<file path="config.mk">
export PLATFORM = sky130hd
export DESIGN_NAME = btn_cmd_conditioner
export DESIGN_NICKNAME = d
export VERILOG_FILES = /design/src/rtl/btn_cmd_conditioner.sv
export SDC_FILE = /design/constraint.sdc
export NUM_CORES = 1
export LEC_CHECK = 0
export CELL_PAD_IN_SITES_DETAIL_PLACEMENT = 0
export CELL_PAD_IN_SITES_GLOBAL_PLACEMENT = 1
export CORE_MARGIN = 1
export CORE_UTILIZATION = 55
export CTS_BUF_LIST = sky130_fd_sc_hd__clkbuf_4 sky130_fd_sc_hd__clkbuf_8
export CTS_CLUSTER_SIZE = 30
export DETAILED_ROUTE_END_ITERATION = 10
export DONT_BUFFER_PORTS = 1
export PLACE_DENSITY = 0.81
export SLEW_MARGIN = 0
export SYNTH_ARGS = -nofsm -noshare
export SYNTH_HDL_FRONTEND = slang
export SYNTH_SLANG_ARGS = --single-unit
</file>
<file path="constraint.sdc">
create_clock -name clk -period 4 [get_ports clk]
set_input_delay 0.6 -clock clk [delete_from_list [all_inputs] [get_ports clk]]
set_output_delay 0.6 -clock clk [all_outputs]
set_load 0.02 [all_outputs]
</file>
<file path="src/rtl/btn_cmd_conditioner.sv">
// Pad command conditioner: sync + debounce + rising-edge pulse for rst/stop/start.
// Define BTN_ACTIVE_LOW_EN for active-low pads (inverted before the synchronizer).
module btn_cmd_conditioner #(
    parameter int DEB_W   = 16,
    parameter int DEB_CNT = 50000
) (
    input  logic       clk,
    input  logic       rst_n,
    input  logic       pad_rst_i,
    input  logic       pad_start_i,
    input  logic       pad_stop_i,
    output logic       cnt_rst_o,
    output logic       cnt_start_o,
    output logic       cnt_stop_o,
    output logic [2:0] btn_level_o,
    output logic [2:0] pad_oeb_o
);
    localparam logic [DEB_W-1:0] CNT_LAST = DEB_W'(DEB_CNT - 1);

    // Channel order everywhere: [2] = rst, [1] = stop, [0] = start.
    logic [2:0]            raw;
    logic [2:0]            sync1_q, sync2_q;
    logic [2:0]            lvl_q, lvl_d;
    logic [2:0]            pulse_q, pulse_d;
    logic [2:0]            rise;
    logic [2:0][DEB_W-1:0] cnt_q, cnt_d;

`ifdef BTN_ACTIVE_LOW_EN
    assign raw = ~{pad_rst_i, pad_stop_i, pad_start_i};
`else
    assign raw = {pad_rst_i, pad_stop_i, pad_start_i};
`endif

    always_comb begin
        lvl_d = lvl_q;
        cnt_d = '0;
        rise  = '0;
        for (int i = 0; i < 3; i++) begin
            if (sync2_q[i] != lvl_q[i]) begin
                if (cnt_q[i] == CNT_LAST) begin
                    lvl_d[i] = sync2_q[i];
                    rise[i]  = sync2_q[i];
                end else begin
                    cnt_d[i] = cnt_q[i] + 1'b1;
                end
            end
        end
    end

    // Losing candidates are dropped, never queued.
    always_comb begin
        pulse_d = '0;
        if (rise[2])      pulse_d[2] = 1'b1;
        else if (rise[1]) pulse_d[1] = 1'b1;
        else if (rise[0]) pulse_d[0] = 1'b1;
    end

    always_ff @(posedge clk or negedge rst_n) begin
        if (!rst_n) begin
            sync1_q <= '0;
            sync2_q <= '0;
            lvl_q   <= '0;
            cnt_q   <= '0;
            pulse_q <= '0;
        end else begin
            sync1_q <= raw;
            sync2_q <= sync1_q;
            lvl_q   <= lvl_d;
            cnt_q   <= cnt_d;
            pulse_q <= pulse_d;
        end
    end

    assign cnt_rst_o   = pulse_q[2];
    assign cnt_stop_o  = pulse_q[1];
    assign cnt_start_o = pulse_q[0];
    assign btn_level_o = lvl_q;
    assign pad_oeb_o   = 3'b111;

endmodule
</file>
==> flow_results.xml <==
<?xml version="1.0" encoding="UTF-8"?>
<metrics>
  <group name="cts">
    <metric name="htree_levels" unit="">3</metric>
    <metric name="ctsRootBufferMaster" unit="">clkbuf_8</metric>
    <metric name="worst_setup_hold_path_clk_slew" unit="ns">0.06</metric>
    <metric name="clock_sink_count" unit="">60</metric>
    <metric name="cts.path.max_buffers" unit="">2</metric>
    <metric name="cts-buffers-inserted" unit="">9</metric>
    <metric name="cts_tree" unit="">done</metric>
    <metric name="cts_resized" unit="">0</metric>
    <metric name="number_of_buffers_added_to_fix_hold_violations_after_cts" unit="">1</metric>
    <metric name="cts_post_setup_buffers_inserted" unit="">0</metric>
    <metric name="clock_latency_at_the_later_pin_of_the_worst_skew_pair" unit="ns">0.33</metric>
  </group>
  <group name="synthesis">
    <metric name="count_of_synthesis_stage_warnings_from_yosys" unit="">0</metric>
    <metric name="ys_seq_area_frac" unit="">0.537</metric>
    <metric name="cell_area_after_technology_mapping" unit="sq mm">0.00279</metric>
    <metric name="ys_ff_latch" unit="">60</metric>
    <metric name="synth.lib_cells_used.distinct" unit="">33</metric>
    <metric name="syn_avg_cell_area" unit="sq um">10.5</metric>
    <metric name="ffs_w_async_s_r_synth" unit="">1.00</metric>
    <metric name="postSynth.topFlopCell" unit="">dfrtp_1</metric>
    <metric name="netlist_instances" unit="">267</metric>
    <metric name="synth-edff-count" unit="">0</metric>
  </group>
  <group name="detailed_routing">
    <metric name="drt-wirelength-per-cell" unit="um">14.1</metric>
    <metric name="via_count" unit="">1851</metric>
    <metric name="drt_iter0_drc" unit="">127</metric>
    <metric name="drc_errors" unit="">0</metric>
    <metric name="vias_per_cell" unit="">5.40</metric>
    <metric name="firstDrtPassIters" unit="">4</metric>
    <metric name="routed_wl" unit="um">4850</metric>
    <metric name="postRouteAntennaNets" unit="">0</metric>
  </group>
  <group name="place">
    <metric name="hpwl" unit="um">3210</metric>
    <metric name="port-buffer-count" unit="">0</metric>
    <metric name="gp_congestion" unit="">0.780</metric>
  </group>
  <group name="grt">
    <metric name="grt-ovfl-total" unit="">0</metric>
    <metric name="gr-usage-all-layers" unit="">0.218</metric>
    <metric name="grt_max_degree" unit="">61</metric>
    <metric name="first_global_vias" unit="">1823</metric>
    <metric name="grt_first_pass_wirelength" unit="um">8540</metric>
    <metric name="grt_antenna_before_repair" unit="">0</metric>
  </group>
  <group name="floorplanning">
    <metric name="num_io_pins" unit="">14</metric>
    <metric name="fp-row-count" unit="">25</metric>
    <metric name="die_h" unit="um">73.3</metric>
    <metric name="total_die_area" unit="sq mm">0.00537</metric>
    <metric name="die_w" unit="um">73.3</metric>
    <metric name="floorplan.initialDensity" unit="">0.580</metric>
    <metric name="coreArea" unit="sq mm">0.00482</metric>
  </group>
  <group name="pwr">
    <metric name="total_power" unit="uW">1170</metric>
    <metric name="power_per_cell_area" unit="mW/mm^2">383</metric>
    <metric name="sw_frac_of_total" unit="">0.210</metric>
    <metric name="worst_ir_drop_vdd" unit="mV">0.213</metric>
    <metric name="power_frac_clock" unit="">0.430</metric>
    <metric name="power_report.internal_total" unit="uW">921</metric>
    <metric name="pwr-share-seq" unit="">0.538</metric>
    <metric name="p_leak" unit="uW">0.00123</metric>
    <metric name="power.share.combinational" unit="">0.033</metric>
    <metric name="power.net_switching" unit="uW">245</metric>
  </group>
  <group name="final_layout">
    <metric name="insertedDiodeCount" unit="">0</metric>
    <metric name="flow.area_growth_from_synthesis" unit="%">8.87</metric>
    <metric name="drive_gt1_frac" unit="">0.0833</metric>
    <metric name="filler_cell_count" unit="">449</metric>
    <metric name="layout.nets" unit="">282</metric>
  </group>
  <group name="sta">
    <metric name="setup_viol_count_final" unit="">0</metric>
    <metric name="relative_max_transition_margin" unit="">0.417</metric>
    <metric name="fmax" unit="MHz">485</metric>
    <metric name="hold_viol_final" unit="">0</metric>
    <metric name="rsz0062_at_grt" unit="">no</metric>
    <metric name="finalMaxSlewViolations" unit="">0</metric>
    <metric name="clock-skew-final" unit="ns">0.00564</metric>
    <metric name="finalCritPeriodShare" unit="">0.515</metric>
    <metric name="max_slew.worst_pin.slew" unit="ns">0.871</metric>
    <metric name="period_minus_slack" unit="ns">2.06</metric>
    <metric name="final.setup.tns" unit="ns">0</metric>
  </group>
  <group name="job">
    <metric name="cap_violations" unit="">0</metric>
  </group>
  <group name="worst_hold_path">
    <metric name="hold_path.class" unit="">in -&gt; async</metric>
  </group>
  <group name="critical_path">
    <metric name="critical_path_fanouts_max" unit="">16</metric>
    <metric name="kind_of_start_point_of_the_critical_path" unit="">flip-flop</metric>
    <metric name="critPathRequiredTime" unit="ns">4.18</metric>
    <metric name="setup.worst_path.class" unit="">reg -&gt; reg</metric>
    <metric name="cp_data_arrival_time" unit="ns">2.24</metric>
    <metric name="worstSetupEndpointType" unit="">flip-flop</metric>
  </group>
  <group name="run_status">
    <metric name="run_status" unit="">finished clean</metric>
  </group>
</metrics>
[sequential cells by signal (all words and copies together) (netlist names)]
register,count
btn_level_o,3
cnt_q,48
pulse_q,3
sync1_q,3
sync2_q,3
[synth_stat cells, types with 2 or more instances]
cell	number	share of area
ha_1	3	0.013
nor4b_1	2	0.0063
nor2_1	54	0.073
nand3_1	16	0.029
xor2_1	8	0.025
nor3_1	11	0.020
nor4_1	12	0.027
nand2_1	12	0.016
buf_2	3	0.0054
nor4bb_1	2	0.0072
and3_1	4	0.0090
buf_4	3	0.0081
inv_1	9	0.012
mux2_2	3	0.012
nand4_1	13	0.029
dfrtp_1	60	0.54
xnor2_1	36	0.11
[power by group through the flow]
stage / logic, uW / registers (uW) / clock network, uW
2_1_floorplan: 24.3 / 636 / 0
3_3_place_gp: 24.4 / 638 / 0
3_5_place_dp: 24.5 / 638 / 0
4_1_cts: 39.3 / 627 / 519
5_1_grt: 44.1 / 628 / 544
6_report: 38.1 / 627 / 501
[metal layers]
layer	global-route usage	vias up	wire length (um)
met1	0.280	904	2290
li1	-	924	-
met2	0.334	19	2350
met3	0.0864	4	165
met4	0.0784	0	41
met5	0	-	0
[worst paths after layout]
kind / from / endpoint / slack [ns] / cells after the start
setup / recovery: cnt_q[16]$_DFF_PN0_ / cnt_q[19]$_DFF_PN0_ / 1.94 / 4
hold / removal: rst_n / cnt_q[39]$_DFF_PN0_ / 0.13 / 1
setup reg to reg: cnt_q[16]$_DFF_PN0_ / cnt_q[19]$_DFF_PN0_ / 1.94 / 4
hold reg to reg: sync1_q[2]$_DFF_PN0_ / sync2_q[2]$_DFF_PN0_ / 0.35 / 0
max in group asynchronous: rst_n / cnt_q[19]$_DFF_PN0_ / 3.63 / 1
min in group clk: pad_rst_i / sync1_q[2]$_DFF_PN0_ / 0.29 / 0
[critical path, stage by stage (launching register included)]
cell and delay [ns]:
dfrtp_1 0.38, ha_1 0.20, nand3_1 0.32, o41ai_4 0.88
nor2_1 0.12
[cells in the final DEF (no fill, tap or decap), types with 2 or more instances in the layout]
cell type  count
clkinv_2       2
nand3_1       16
xor2_1         8
nor4bb_1       2
dfrtp_1       60
inv_1          9
clkbuf_8      10
nor4_1        12
nand4_1       13
mux2_2         3
nor4b_1        2
nand2_1       12
ha_1           3
conb_1         3
nor3_1        11
and3_1         4
xnor2_1       36
nor2_1        54
[cell type report]
| class | count | area (sq um) | area share |
|---|---|---|---|
| sequential | 60 | 1500 | 0.494 |
| timing repair buffer | 1 | 27.5 | 0.00905 |
| clock inverter | 3 | 40.0 | 0.0132 |
| multi-input combinational | 193 | 1220 | 0.400 |
| inverter | 9 | 33.8 | 0.0111 |
| tap | 67 | 83.8 | 0.0276 |
| clock buffer | 10 | 138 | 0.0452 |
[stage by stage]
stage	hold WS, ns	instances	utilization	worst slack (ns)	instance area [sq um]
final	0.127	343	0.631	1.94	3040
after global routing	0.118	343	0.631	1.74	3040
after CTS	0.129	343	0.631	1.88	3040
after detailed placement	0.306	329	0.589	1.88	2840
after global placement	0.306	329	0.589	1.93	2840
after floorplan	0.304	269	-	2.35	2800
[cells by family (layout without fill, tap and decap cells)]
kind of cell | Yosys count | count (layout) | share of synthesized area
flops | 60 | 60 | 0.537
buf+inv | 16 | 23 | 0.0296
xor+xnor | 44 | 44 | 0.138
mux | 3 | 3 | 0.0121
fa+ha+maj | 3 | 3 | 0.0134
simple gates | 136 | 136 | 0.251
compound gates | 4 | 4 | 0.0175
other cells | 1 | 3 | 0.00134
No activity file was read; power rests on OpenSTA's default activity.
